$ cat src/rtl/snake_pkg.sv
// Shared types and defaults for the snake game event/flag sequencing logic.
package snake_pkg;

  localparam int DEF_SCORE_TICKS = 500;
  localparam int DEF_BLINK_TICKS = 250;
  localparam int DEF_CNT_W       = 16;

  // One-hot encoding so at most one animation flag can ever be decoded high.
  typedef enum logic [3:0] {
    ST_IDLE  = 4'b0001,
    ST_SCORE = 4'b0010,
    ST_DEAD  = 4'b0100,
    ST_WIN   = 4'b1000
  } state_t;

  function automatic logic is_animating(input state_t s);
    return (s == ST_SCORE) || (s == ST_DEAD) || (s == ST_WIN);
  endfunction

endpackage

$ cat src/rtl/event_flag_seq_edge_det.sv
// Rising-edge detector: registers the input every clk and pulses on a 0->1 change.
module edge_det (
  input  logic clk,
  input  logic rst,
  input  logic i_in,
  output logic o_rise
);

  logic r_prev;

  // previous-sample register
  always_ff @(posedge clk or negedge rst) begin
    if (!rst) begin
      r_prev <= 1'b0;
    end else begin
      r_prev <= i_in;
    end
  end

  assign o_rise = i_in & ~r_prev;

endmodule

$ cat src/rtl/event_flag_seq.sv
// Game event sequencer: turns eat/dead/win edges into held animation flags
// (timed score, blinking dead, steady win) with restart and freeze control.
module event_flag_seq
  import snake_pkg::*;
#(
  parameter int SCORE_TICKS = DEF_SCORE_TICKS,
  parameter int BLINK_TICKS = DEF_BLINK_TICKS,
  parameter int CNT_W       = DEF_CNT_W
) (
  input  logic clk,
  input  logic rst,
  input  logic tick,
  input  logic eat_in,
  input  logic dead_in,
  input  logic win_in,
  input  logic restart,
  output logic score_flag,
  output logic dead_flag,
  output logic win_flag,
  output logic game_freeze
);

  localparam logic [CNT_W-1:0] CNT_ZERO   = {CNT_W{1'b0}};
  localparam logic [CNT_W-1:0] CNT_ONE    = {{(CNT_W-1){1'b0}}, 1'b1};
  localparam logic [CNT_W-1:0] SCORE_LAST = CNT_W'(SCORE_TICKS - 1);
  localparam logic [CNT_W-1:0] BLINK_LAST = CNT_W'(BLINK_TICKS - 1);

  logic             w_eat_rise;
  logic             w_dead_rise;
  logic             w_win_rise;
  state_t           r_state;
  state_t           w_state_nxt;
  logic [CNT_W-1:0] r_cnt;
  logic [CNT_W-1:0] w_cnt_nxt;
  logic             w_dead_nxt;
  logic             r_score_flag;
  logic             r_dead_flag;
  logic             r_win_flag;
  logic             r_game_freeze;

  edge_det u_eat  (.clk(clk), .rst(rst), .i_in(eat_in),  .o_rise(w_eat_rise));
  edge_det u_dead (.clk(clk), .rst(rst), .i_in(dead_in), .o_rise(w_dead_rise));
  edge_det u_win  (.clk(clk), .rst(rst), .i_in(win_in),  .o_rise(w_win_rise));

  // next-state, counter and blink-phase logic; restart overrides everything
  always_comb begin
    w_state_nxt = r_state;
    w_cnt_nxt   = r_cnt;
    w_dead_nxt  = 1'b0;
    if (restart) begin
      w_state_nxt = ST_IDLE;
      w_cnt_nxt   = CNT_ZERO;
    end else begin
      case (r_state)
        ST_IDLE: begin
          w_cnt_nxt = CNT_ZERO;
          if (w_win_rise) begin
            w_state_nxt = ST_WIN;
          end else if (w_dead_rise) begin
            w_state_nxt = ST_DEAD;
            w_dead_nxt  = 1'b1;
          end else if (w_eat_rise) begin
            w_state_nxt = ST_SCORE;
          end else begin
            w_state_nxt = ST_IDLE;
          end
        end
        ST_SCORE: begin
          if (w_win_rise) begin
            w_state_nxt = ST_WIN;
            w_cnt_nxt   = CNT_ZERO;
          end else if (w_dead_rise) begin
            w_state_nxt = ST_DEAD;
            w_cnt_nxt   = CNT_ZERO;
            w_dead_nxt  = 1'b1;
          end else if (w_eat_rise) begin
            w_cnt_nxt = CNT_ZERO;
          end else if (tick) begin
            if (r_cnt == SCORE_LAST) begin
              w_state_nxt = ST_IDLE;
              w_cnt_nxt   = CNT_ZERO;
            end else begin
              w_cnt_nxt = r_cnt + CNT_ONE;
            end
          end else begin
            w_cnt_nxt = r_cnt;
          end
        end
        // the dead flag register doubles as the blink phase
        ST_DEAD: begin
          w_dead_nxt = r_dead_flag;
          if (w_win_rise) begin
            w_state_nxt = ST_WIN;
            w_cnt_nxt   = CNT_ZERO;
            w_dead_nxt  = 1'b0;
          end else if (tick) begin
            if (r_cnt == BLINK_LAST) begin
              w_cnt_nxt  = CNT_ZERO;
              w_dead_nxt = ~r_dead_flag;
            end else begin
              w_cnt_nxt = r_cnt + CNT_ONE;
            end
          end else begin
            w_cnt_nxt = r_cnt;
          end
        end
        ST_WIN: begin
          w_state_nxt = ST_WIN;
          w_cnt_nxt   = CNT_ZERO;
        end
        default: begin
          w_state_nxt = ST_IDLE;
          w_cnt_nxt   = CNT_ZERO;
        end
      endcase
    end
  end

  // state, counter and output registers; flags decode the next state
  always_ff @(posedge clk or negedge rst) begin
    if (!rst) begin
      r_state       <= ST_IDLE;
      r_cnt         <= CNT_ZERO;
      r_score_flag  <= 1'b0;
      r_dead_flag   <= 1'b0;
      r_win_flag    <= 1'b0;
      r_game_freeze <= 1'b0;
    end else begin
      r_state       <= w_state_nxt;
      r_cnt         <= w_cnt_nxt;
      r_score_flag  <= (w_state_nxt == ST_SCORE);
      r_dead_flag   <= w_dead_nxt;
      r_win_flag    <= (w_state_nxt == ST_WIN);
      r_game_freeze <= is_animating(w_state_nxt);
    end
  end

  assign score_flag  = r_score_flag;
  assign dead_flag   = r_dead_flag;
  assign win_flag    = r_win_flag;
  assign game_freeze = r_game_freeze;

endmodule
$ cat config.mk
export PLATFORM = sky130hd
export DESIGN_NAME = event_flag_seq
export DESIGN_NICKNAME = d
export VERILOG_FILES = /design/src/rtl/snake_pkg.sv /design/src/rtl/event_flag_seq_edge_det.sv /design/src/rtl/event_flag_seq.sv
export SDC_FILE = /design/constraint.sdc
export NUM_CORES = 1
export LEC_CHECK = 0
export BUFFER_PORTS_ARGS = -buffer_cell sky130_fd_sc_hd__buf_4
export CORE_UTILIZATION = 53
export CTS_CLUSTER_DIAMETER = 40
export DETAILED_ROUTE_END_ITERATION = 10
export PLACE_DENSITY = 0.71
export SLEW_MARGIN = 20
export SYNTH_ARGS = -nofsm -noshare
export SYNTH_HDL_FRONTEND = slang
export SYNTH_SLANG_ARGS = --single-unit
$ cat constraint.sdc
create_clock -name clk -period 2.4 [get_ports clk]
set_input_delay 0.48 -clock clk [delete_from_list [all_inputs] [get_ports clk]]
set_output_delay 0.48 -clock clk [all_outputs]
set_load 0.02 [all_outputs]
==> impl_metrics.yaml, run 1 <==
outcome:
  status: "finished, final reports clean"
sta:
  min_period_ns: 1.97
  slew_violations: 0
  setup_ws_ns: 0.430
  relSlewSlack_pct: 59.0
  final-setup-viol-count: 0
  fin_crit_sh_pct: 82.1
  worst_slew_pin_slew_ns: 0.610
  rsz0062_at_grt: "no"
  fmax_ghz: 0.508
  finClkSkew_ns: 0.0122
  finalSetupTns_ns: 0
  final_hold_viol_count: 0
yosys:
  ys_seq_elements: 27
  synthXorXnorAreaFrac_pct: 2.24
  postSynthCellCount: 163
  synthMuxAreaShare_pct: 0
  synth_adder_area_share_pct: 1.60
  avgSynthCellArea_sq_um: 9.60
  synth_top_family_by_area: "simple AND/OR/NAND/NOR gates"
  synthArstFlopShare_pct: 100
  yosysSeqAreaShare_pct: 43.3
  synth_area_sq_um: 1560
  synth_cell_types: 49
  synthFlopType: "dfrtp_1"
  yosys.area_share.simple_pct: 29.8
  synth_compound_area_share_pct: 20.0
  synth_edf_count: 0
  synth_nets: 172
  synth-warning-count: 0
routing:
  avgRoutedWirePerCell_um: 15.0
  drc: 0
  drtAntennaViolNets: 0
  viasPerCell: 6.41
  vias: 1320
  drt-initial-drc-count: 73
  drtPass1Iterations: 4
  routed_wl_um: 3090
finish:
  post-route-util_pct: 61.0
  seqCellArea_sq_um: 677
  multi_input_area_sq_um: 838
  syn_to_final_growth_pct: 8.56
  n_antenna_cell: 0
  drive_gt1_share_pct: 16.6
  mostFrequentLayoutCell: "dfrtp_1"
  num-fill-cells: 216
  layout_common_cells: "26 x dfrtp_1, 13 x a21oi_1, 12 x nand2_1, 12 x buf_4"
  layout.nets: 185
floorplanning:
  die_w_um: 56.3
  fp.dieArea_sq_um: 3170
  core_sq_um: 2780
  fp.dieH_um: 56.3
  pin_count: 11
  start_util_pct: 56.2
  rows: 19
grt:
  grt_pass1_vias: 1170
  antenna_found_initial: 0
  grt-ovfl-total: 0
  grt_pass1_wl_um: 5520
  grt_max_degree: 28
  grt_usage_pct: 22.2
clocking:
  max-clock-path-buffers: 2
  htree_levels: 1
  cts_sinks: 27
  clk_pin_slew_worst_paths_ns: 0.15
  cts_root_buf: "clkbuf_4"
  numCtsBuffers: 3
  cts_resized: 0
  cts_setup_buffers: 0
  cts_tree: "built"
  insertion_delay_ns: 0.33
  holdBufCountCts: 0
critical_path:
  rr_startpoint: "r_cnt[11]"
  crit_fanout: 10
  crit_path_start_kind: "flip-flop"
  path_class: "flip-flop to flip-flop"
  worst_setup_path_end_kind: "flip-flop"
  critPathRequiredTime_ns: 2.63
  worstSetupStartpoint: "r_cnt[11]"
  cp.arrival_ns: 2.20
power:
  p_int_w: 0.000581
  p_seq_share_pct: 61.8
  p_leak_nw: 0.630
  switching_share_pct: 27.3
  clockPowerShare_pct: 24.7
  p_comb_share_pct: 13.5
  p_per_area_nw_per_um2: 471
  net-switching-power_w: 0.000218
  vdd_drop_max_v: 0.000439
place:
  dpl_worst_slack_ns: 0.376
  place_hpwl_um: 2260
  place_congestion: 0.810
  portBuffers: 10
flow_run:
  max_cap_violations: 0
worst_hold_path:
  hold_path_class: "input port to async pin"
==> critical path, cell delays in order, from the launching register on <==
cell	delay [ns]
dfrtp_1	0.45
nor4_1	0.49
nand4_1	0.17
a32o_2	0.37
a21oi_4	0.28
nor2_1	0.09
==> path summary, 6_finish.rpt <==
kind                                end  slack, ns  cells past startpoint
setup / recovery               r_cnt[4]       0.43                      5
hold / removal                r_cnt[13]       0.03                      1
max in group asynchronous    r_state[0]       2.06                      1
setup reg to reg               r_cnt[4]       0.43                      5
min in group clk           u_eat.r_prev       0.26                      1
hold reg to reg               r_cnt[15]       0.58                      2
==> final cells by class <==
| type | instances | area share (%) |
|---|---|---|
| clock buffers | 3 | 1.33 |
| clock inverters | 1 | 0.295 |
| inverters | 7 | 1.55 |
| multi-input cells | 125 | 49.4 |
| flip-flops and latches | 27 | 39.9 |
| well taps | 31 | 2.28 |
| repair buffers | 12 | 5.31 |
==> per-layer routing <==
metal	wire length, um	share of wire (%)	GRT usage (%)
met5	0	0	0
met1	1540	50	32.9
met3	123	4.0	3.46
met2	1390	45	33.3
met4	36	1.2	7.32
==> power groups by stage <==
stage	registers [W]	logic, W	clock network, W
floorplan	0.000500	0.0000702	0
global placement	0.000501	0.000107	0
detailed placement	0.000503	0.000108	0
CTS	0.000494	0.000109	0.000207
global route	0.000497	0.000121	0.000226
finish	0.000494	0.000108	0.000197
==> state kept, by name (all words and copies together), names as in the netlist <==
name	flops
score_flag	1
r_state	4
u_dead.r_prev	1
game_freeze	1
u_eat.r_prev	1
dead_flag	1
r_cnt	16
u_win.r_prev	1
win_flag	1
==> Yosys cell counts, drive strengths merged, types with 2 or more instances <==
cell type / number / area share [%]
or3: 10 / 4.0
and2: 2 / 0.80
nor2b: 3 / 1.2
a32o: 2 / 1.4
or4b: 2 / 1.5
buf: 4 / 1.4
o21ai: 13 / 4.4
dfrtp: 26 / 42
o22ai: 4 / 1.6
nor3: 4 / 1.6
nor4b: 2 / 2.5
a21oi: 14 / 5.2
ha: 2 / 1.6
inv: 7 / 1.7
nand4: 5 / 2.0
nand2: 12 / 2.9
nand2b: 3 / 1.2
o211ai: 2 / 1.3
xor2: 3 / 1.7
nor2: 7 / 1.7
and3b: 2 / 1.1
nor4: 5 / 3.0
nand3: 8 / 2.6
a31oi: 6 / 2.4
==> stage by stage <==
step	power (W)	cell area, sq um	hold WS [ns]	instances
final	0.000799	1700	0.0262	206
after global routing	0.000844	1700	0.0383	206
after CTS	0.000810	1700	0.0314	206
after detailed placement	0.000611	1670	0.412	202
after global placement	0.000608	1670	0.411	202
after floorplan	0.000570	1560	0.184	163
==> kinds of logic after synthesis <==
kind of cell | after synthesis
xor+xnor | 4
buf+inv | 11
simple gates | 72
flops | 27
fa+ha+maj | 2
compound gates | 47
Note: power is estimated with default switching activity, not from simulation.
==> run 2, diff against run 1 <==
--- a/config.mk
+++ b/config.mk
@@ -9,7 +9,7 @@
 export CORE_UTILIZATION = 53
 export CTS_CLUSTER_DIAMETER = 40
 export DETAILED_ROUTE_END_ITERATION = 10
-export PLACE_DENSITY = 0.71
+export PLACE_DENSITY = 0.74
 export SLEW_MARGIN = 20
 export SYNTH_ARGS = -nofsm -noshare
 export SYNTH_HDL_FRONTEND = slang
==> constraint.sdc (replaced) <==
create_clock -name clk -period 1.8 [get_ports clk]
set_input_delay 0.36 -clock clk [delete_from_list [all_inputs] [get_ports clk]]
set_output_delay 0.36 -clock clk [all_outputs]
set_load 0.02 [all_outputs]
==> run 2 against run 1 <==
Effect of this change:
- the run now ends with negative setup slack left
- clock power is 42% higher
- cell area is 24% higher
- sequential power is 32% higher
- first-iteration DRC count increased by 11%
- combinational power grew 110%
- flip-flop and latch count unchanged
- via count is 16% higher
- sequential share of layout area shrank 7.5 points
- critical path depth rose by 1
- setup slack lost 0.47 ns
- fmax grew 7.0%
- total power up 45%
- largest power group unchanged
==> impl_metrics.yaml, run 2 (same netlist as run 1, synthesis figures left out) <==
sta:
  worst_slew_pin_slew_ns: 0.352
  final-setup-viol-count: 8
  finalSetupTns_ns: -0.172
  slew_violations: 0
  finClkSkew_ns: 0.0126
  relSlewSlack_pct: 76.5
  fin_crit_sh_pct: 102
  fmax_ghz: 0.543
  rsz0062_at_grt: "yes"
  min_period_ns: 1.84
  final_hold_viol_count: 0
  setup_ws_ns: -0.0406
power:
  clockPowerShare_pct: 24.3
  p_leak_nw: 0.860
  p_int_w: 0.000813
  p_per_area_nw_per_um2: 551
  power_w: 0.00116
  p_comb_share_pct: 19.4
  p_seq_share_pct: 56.3
  switching_share_pct: 29.7
  net-switching-power_w: 0.000343
  vdd_drop_max_v: 0.000532
finish:
  reg_top3: "r_cnt: 16 flops, r_state: 4 flops"
  regMostFlops: "r_cnt"
  largest_reg_flops: 16
  fin_area_sq_um: 2100
  syn_to_final_growth_pct: 34.2
  layout.nets: 217
  drive_gt1_share_pct: 37.7
  layout_common_cells: "38 x buf_4, 25 x dfrtp_1, 11 x nand2_1"
  n_antenna_cell: 0
  num-fill-cells: 183
  mostFrequentLayoutCell: "buf_4"
routing:
  wl_met1_um: 1720
  drt-initial-drc-count: 81
  drtAntennaViolNets: 0
  viasPerCell: 6.42
  routed_wl_um: 4250
  highest_layer: "met4"
  avgRoutedWirePerCell_um: 17.9
  drc: 0
  drtPass1Iterations: 4
  wl_met2_um: 2270
  wl_met3_um: 134
  vias: 1528
grt:
  grt_max_degree: 28
  grt_pass1_vias: 1404
  grt_usage_pct: 26.1
  grt_pass1_wl_um: 6340
  grt-ovfl-total: 0
  antenna_found_initial: 0
critical_path:
  path_class: "flip-flop to flip-flop"
  worstSetupStartpoint: "r_cnt[15]"
  crit_path_start_kind: "flip-flop"
  critPathRequiredTime_ns: 2.04
  rr_startpoint: "r_cnt[15]"
  ff2ff_setup_slack_ns: -0.04
  crit_fanout: 7
  worst_r2r_endpoint: "r_cnt[1]"
  r2r_cells: 6
  endpoint: "r_cnt[1]"
  worst_setup_path_end_kind: "flip-flop"
  cp.arrival_ns: 2.08
place:
  portBuffers: 10
  place_congestion: 0.830
  dpl-instance-area_sq_um: 1860
  dpl_worst_slack_ns: -0.133
  place_hpwl_um: 2650
clocking:
  cts_tree: "built"
  htree_levels: 1
  numCtsBuffers: 3
  insertion_delay_ns: 0.34
  cts_root_buf: "clkbuf_4"
  clk_pin_slew_worst_paths_ns: 0.16
  max-clock-path-buffers: 2
  cts_sinks: 27
floorplanning:
  pin_count: 11
  start_util_pct: 56.2
  die_w_um: 56.3
  core_sq_um: 2780
  fp.dieH_um: 56.3
  fp.dieArea_sq_um: 3170
  rows: 19
outcome:
  status: "complete, but fails checks"
  violations: "negative setup slack"
flow_run:
  max_cap_violations: 0
worst_hold_path:
  hold_depth: 1
  hold_path_class: "input port to flip-flop"
## run 2: worst min-delay path by stage
stage	startpoint	end
after floorplan	rst	dead_flag
final	dead_in	u_dead.r_prev
after global routing	dead_in	u_dead.r_prev
after CTS	dead_in	u_dead.r_prev
after global placement	rst	r_state[3]
after detailed placement	rst	r_state[3]
## run 2: layout make-up
| cell class | count | area, sq um | area share, % |
|---|---|---|---|
| multi-input combinational | 126 | 978 | 46.6 |
| clock buffer | 3 | 22.5 | 1.07 |
| sequential | 27 | 678 | 32.3 |
| tap | 31 | 38.8 | 1.85 |
| timing repair buffer | 43 | 349 | 16.6 |
| clock inverter | 1 | 5.00 | 0.239 |
| inverter | 7 | 26.3 | 1.25 |
## run 2: metal layers
metal,up-vias,GRT usage [%]
met5,-,0
met4,0,13.2
met3,12,2.07
met2,47,44.7
met1,756,33.2
li1,713,-
## run 2: power by group through the flow
stage	Sequential [W]	Combinational [W]	Clock (W)
final	0.000651	0.000224	0.000280
after detailed placement	0.000660	0.000189	0
after global placement	0.000658	0.000181	0
after floorplan	0.000666	0.0000936	0
after global routing	0.000653	0.000241	0.000304
after CTS	0.000648	0.000197	0.000273
## run 2: what timing repair did
item                                   in CTS  in global routing
endpoints found under the hold margin      26                  0
pin swaps                                   3                 18
gates resized for setup                     4                 24
setup buffers                               3                  4
setup endpoints to repair                  11                 21
gates cloned                                1                  0
hold buffers                                1                  0
## run 2: per-stage QoR
step / std cells / hold WS, ns / util, %
2_1_floorplan: 163 / 0.0644 / -
3_3_place_gp: 225 / 0.291 / 66.7
3_5_place_dp: 225 / 0.296 / 66.7
4_1_cts: 234 / 0.126 / 70.1
5_1_grt: 238 / 0.106 / 75.4
6_report: 238 / 0.119 / 75.4
## run 2: worst max-delay path: stages, from the launching register on
cell and delay [ns]:
dfrtp_1 0.44, nor4_2 0.32, buf_4 0.17, nand4_1 0.08, a32o_2 0.37, buf_6 0.15
a32o_1 0.20
==> run 3, diff against run 2 <==
--- a/config.mk
+++ b/config.mk
@@ -9,7 +9,7 @@
 export CORE_UTILIZATION = 53
 export CTS_CLUSTER_DIAMETER = 40
 export DETAILED_ROUTE_END_ITERATION = 10
-export PLACE_DENSITY = 0.74
+export PLACE_DENSITY = 0.78
 export SLEW_MARGIN = 20
 export SYNTH_ARGS = -nofsm -noshare
 export SYNTH_HDL_FRONTEND = slang
==> run 3 against run 2 <==
Effect of this change:
- the flow still finishes with violations (negative setup slack)
- sequential share of layout area is 1.1 points higher
- clock-buffer cell count rose by 1
- global-route usage down 1.7 points
- die area is the same
- flip-flop and latch count is the same
- via count decreased by 2.3%
- first-iteration DRC count shrank 4.9%
- largest cell class unchanged
- critical endpoint is now r_cnt[7]
- clock skew is 0.010 ns lower
- clock power decreased by 4%
- utilization down 2.4 points
==> impl_metrics.yaml, run 3 (same netlist as run 1, synthesis figures left out) <==
floorplanning:
  die_w_um: 56.3
  rows: 19
  fp.dieArea_sq_um: 3170
  pin_count: 11
  fp.dieH_um: 56.3
  start_util_pct: 56.2
  core_sq_um: 2780
power:
  p_int_w: 0.000813
  p_per_area_nw_per_um2: 555
  net-switching-power_w: 0.000314
  vdd_drop_max_v: 0.000642
  p_seq_share_pct: 57.7
  switching_share_pct: 27.9
  clockPowerShare_pct: 23.8
  power_w: 0.00113
  p_comb_share_pct: 18.5
  p_leak_nw: 0.820
finish:
  multi_input_area_sq_um: 957
  fin_area_sq_um: 2030
  regMostFlops: "r_cnt"
  layout_common_cells: "39 x buf_4, 24 x dfrtp_1, 11 x a21oi_1"
  num-fill-cells: 196
  seqCellArea_sq_um: 679
  syn_to_final_growth_pct: 29.8
  layout.nets: 214
  reg_top3: "r_cnt: 16 flops, r_state: 4 flops"
  stdcell_count: 235
  largest_reg_flops: 16
  drive_gt1_share_pct: 36.8
  mostFrequentLayoutCell: "buf_4"
  n_antenna_cell: 0
critical_path:
  crit_buf_inv: 0
  r2r_cells: 5
  ff2ff_setup_slack_ns: -0.04
  path_class: "flip-flop to flip-flop"
  crit_path_start_kind: "flip-flop"
  rr_startpoint: "r_state[1]"
  worst_setup_path_end_kind: "flip-flop"
  cp.arrival_ns: 2.09
  critical_path.top_delay_family: "simple AND/OR/NAND/NOR gates"
  cpPeakStageDelay_ns: 0.47
  critPathRequiredTime_ns: 2.05
  worst_r2r_endpoint: "r_cnt[7]"
  crit_chain: "nor4b_4, and2_4, a32o_2, nand3b_4, o311ai_2"
  slowest_stage: "dfrtp_2"
  crit_fanout: 8
clocking:
  cts_root_buf: "clkbuf_4"
  insertion_delay_ns: 0.33
  clk_pin_slew_worst_paths_ns: 0.14
  cts_sinks: 27
  max-clock-path-buffers: 2
  htree_levels: 1
  numCtsBuffers: 3
  cts_tree: "built"
routing:
  vias: 1493
  drt-initial-drc-count: 77
  drtAntennaViolNets: 0
  drc: 0
  drtPass1Iterations: 4
  avgRoutedWirePerCell_um: 16.8
  viasPerCell: 6.35
  routed_wl_um: 3960
worst_hold_path:
  hold_path_class: "input port to flip-flop"
  holdPathEnd: "u_eat.r_prev"
  hp-start: "eat_in"
  hold_depth: 1
grt:
  grt_max_degree: 28
  antenna_found_initial: 0
  grt-ovfl-total: 0
  grt_pass1_vias: 1383
  grt_pass1_wl_um: 6060
  grt_usage_pct: 24.4
sta:
  relSlewSlack_pct: 70.4
  finalSetupTns_ns: -0.212
  final-setup-viol-count: 8
  rsz0062_at_grt: "yes"
  fin_crit_sh_pct: 102
  min_period_ns: 1.84
  final_hold_viol_count: 0
  worst_slew_pin_slew_ns: 0.440
  finClkSkew_ns: 0.00237
  fmax_ghz: 0.543
  setup_ws_ns: -0.0433
  slew_violations: 0
place:
  place_inst: 226
  place_hpwl_um: 2680
  dpl-instance-area_sq_um: 1850
  dpl_worst_slack_ns: -0.0528
  portBuffers: 10
  place_congestion: 0.906
outcome:
  violations: "negative setup slack"
  status: "complete, but fails checks"
flow_run:
  max_cap_violations: 0
run 3: layout make-up:
class	instances	area share [%]
clock buffer	4	1.29
inverter	7	1.29
multi-input combinational	126	47.1
sequential	27	33.5
tap	31	1.91
timing repair buffer	40	14.9
run 3: how the worst max path moves through the flow:
stage | from | end | slack (ns) | depth (start not counted)
after floorplan | dead_in | r_cnt[1] | 0.08 | 6
after global placement | eat_in | r_cnt[11] | -0.02 | 8
after detailed placement | dead_in | r_cnt[4] | -0.05 | 7
after CTS | r_cnt[1] | r_cnt[6] | -0.01 | 7
after global routing | r_state[1] | r_cnt[7] | -0.13 | 5
final | r_state[1] | r_cnt[7] | -0.04 | 5
run 3: power groups by stage:
stage | clock, W | combinational [W] | sequential, W
final | 0.000268 | 0.000209 | 0.000651
after global routing | 0.000290 | 0.000227 | 0.000653
after CTS | 0.000274 | 0.000190 | 0.000650
after detailed placement | 0 | 0.000185 | 0.000659
after global placement | 0 | 0.000180 | 0.000658
after floorplan | 0 | 0.0000936 | 0.000666
run 3: stage by stage:
step	utilization [%]	hold WS, ns
3_5_place_dp	66.5	0.295
5_1_grt	73.0	0.121
3_3_place_gp	66.5	0.290
4_1_cts	69.5	0.131
6_report	73.0	0.133
2_1_floorplan	-	0.0644
run 3: repair_timing:
action	CTS	global route
endpoints found under the setup margin	11	17
buffers inserted	1	2
gates cloned	0	1
hold buffers	1	0
hold endpoints to repair	26	0
pin swaps	3	8
resized for setup	6	19
run 3: worst reg2reg max path, delay by kind of cell (launching register included):
| kind | cells | cell delay (ns) |
|---|---|---|
| AO/OA/AOI/OAI | 2 | 0.52 |
| flip-flops | 1 | 0.47 |
| AND/OR/NAND/NOR | 3 | 0.77 |
run 3: metal layers:
metal / part of all wire [%] / global-route usage (%) / vias to the layer above
li1: - / - / 701
met1: 41 / 30.1 / 747
met2: 54 / 42.2 / 35
met3: 2.5 / 2.30 / 10
met4: 2.5 / 13.2 / 0
met5: 0 / 0 / -
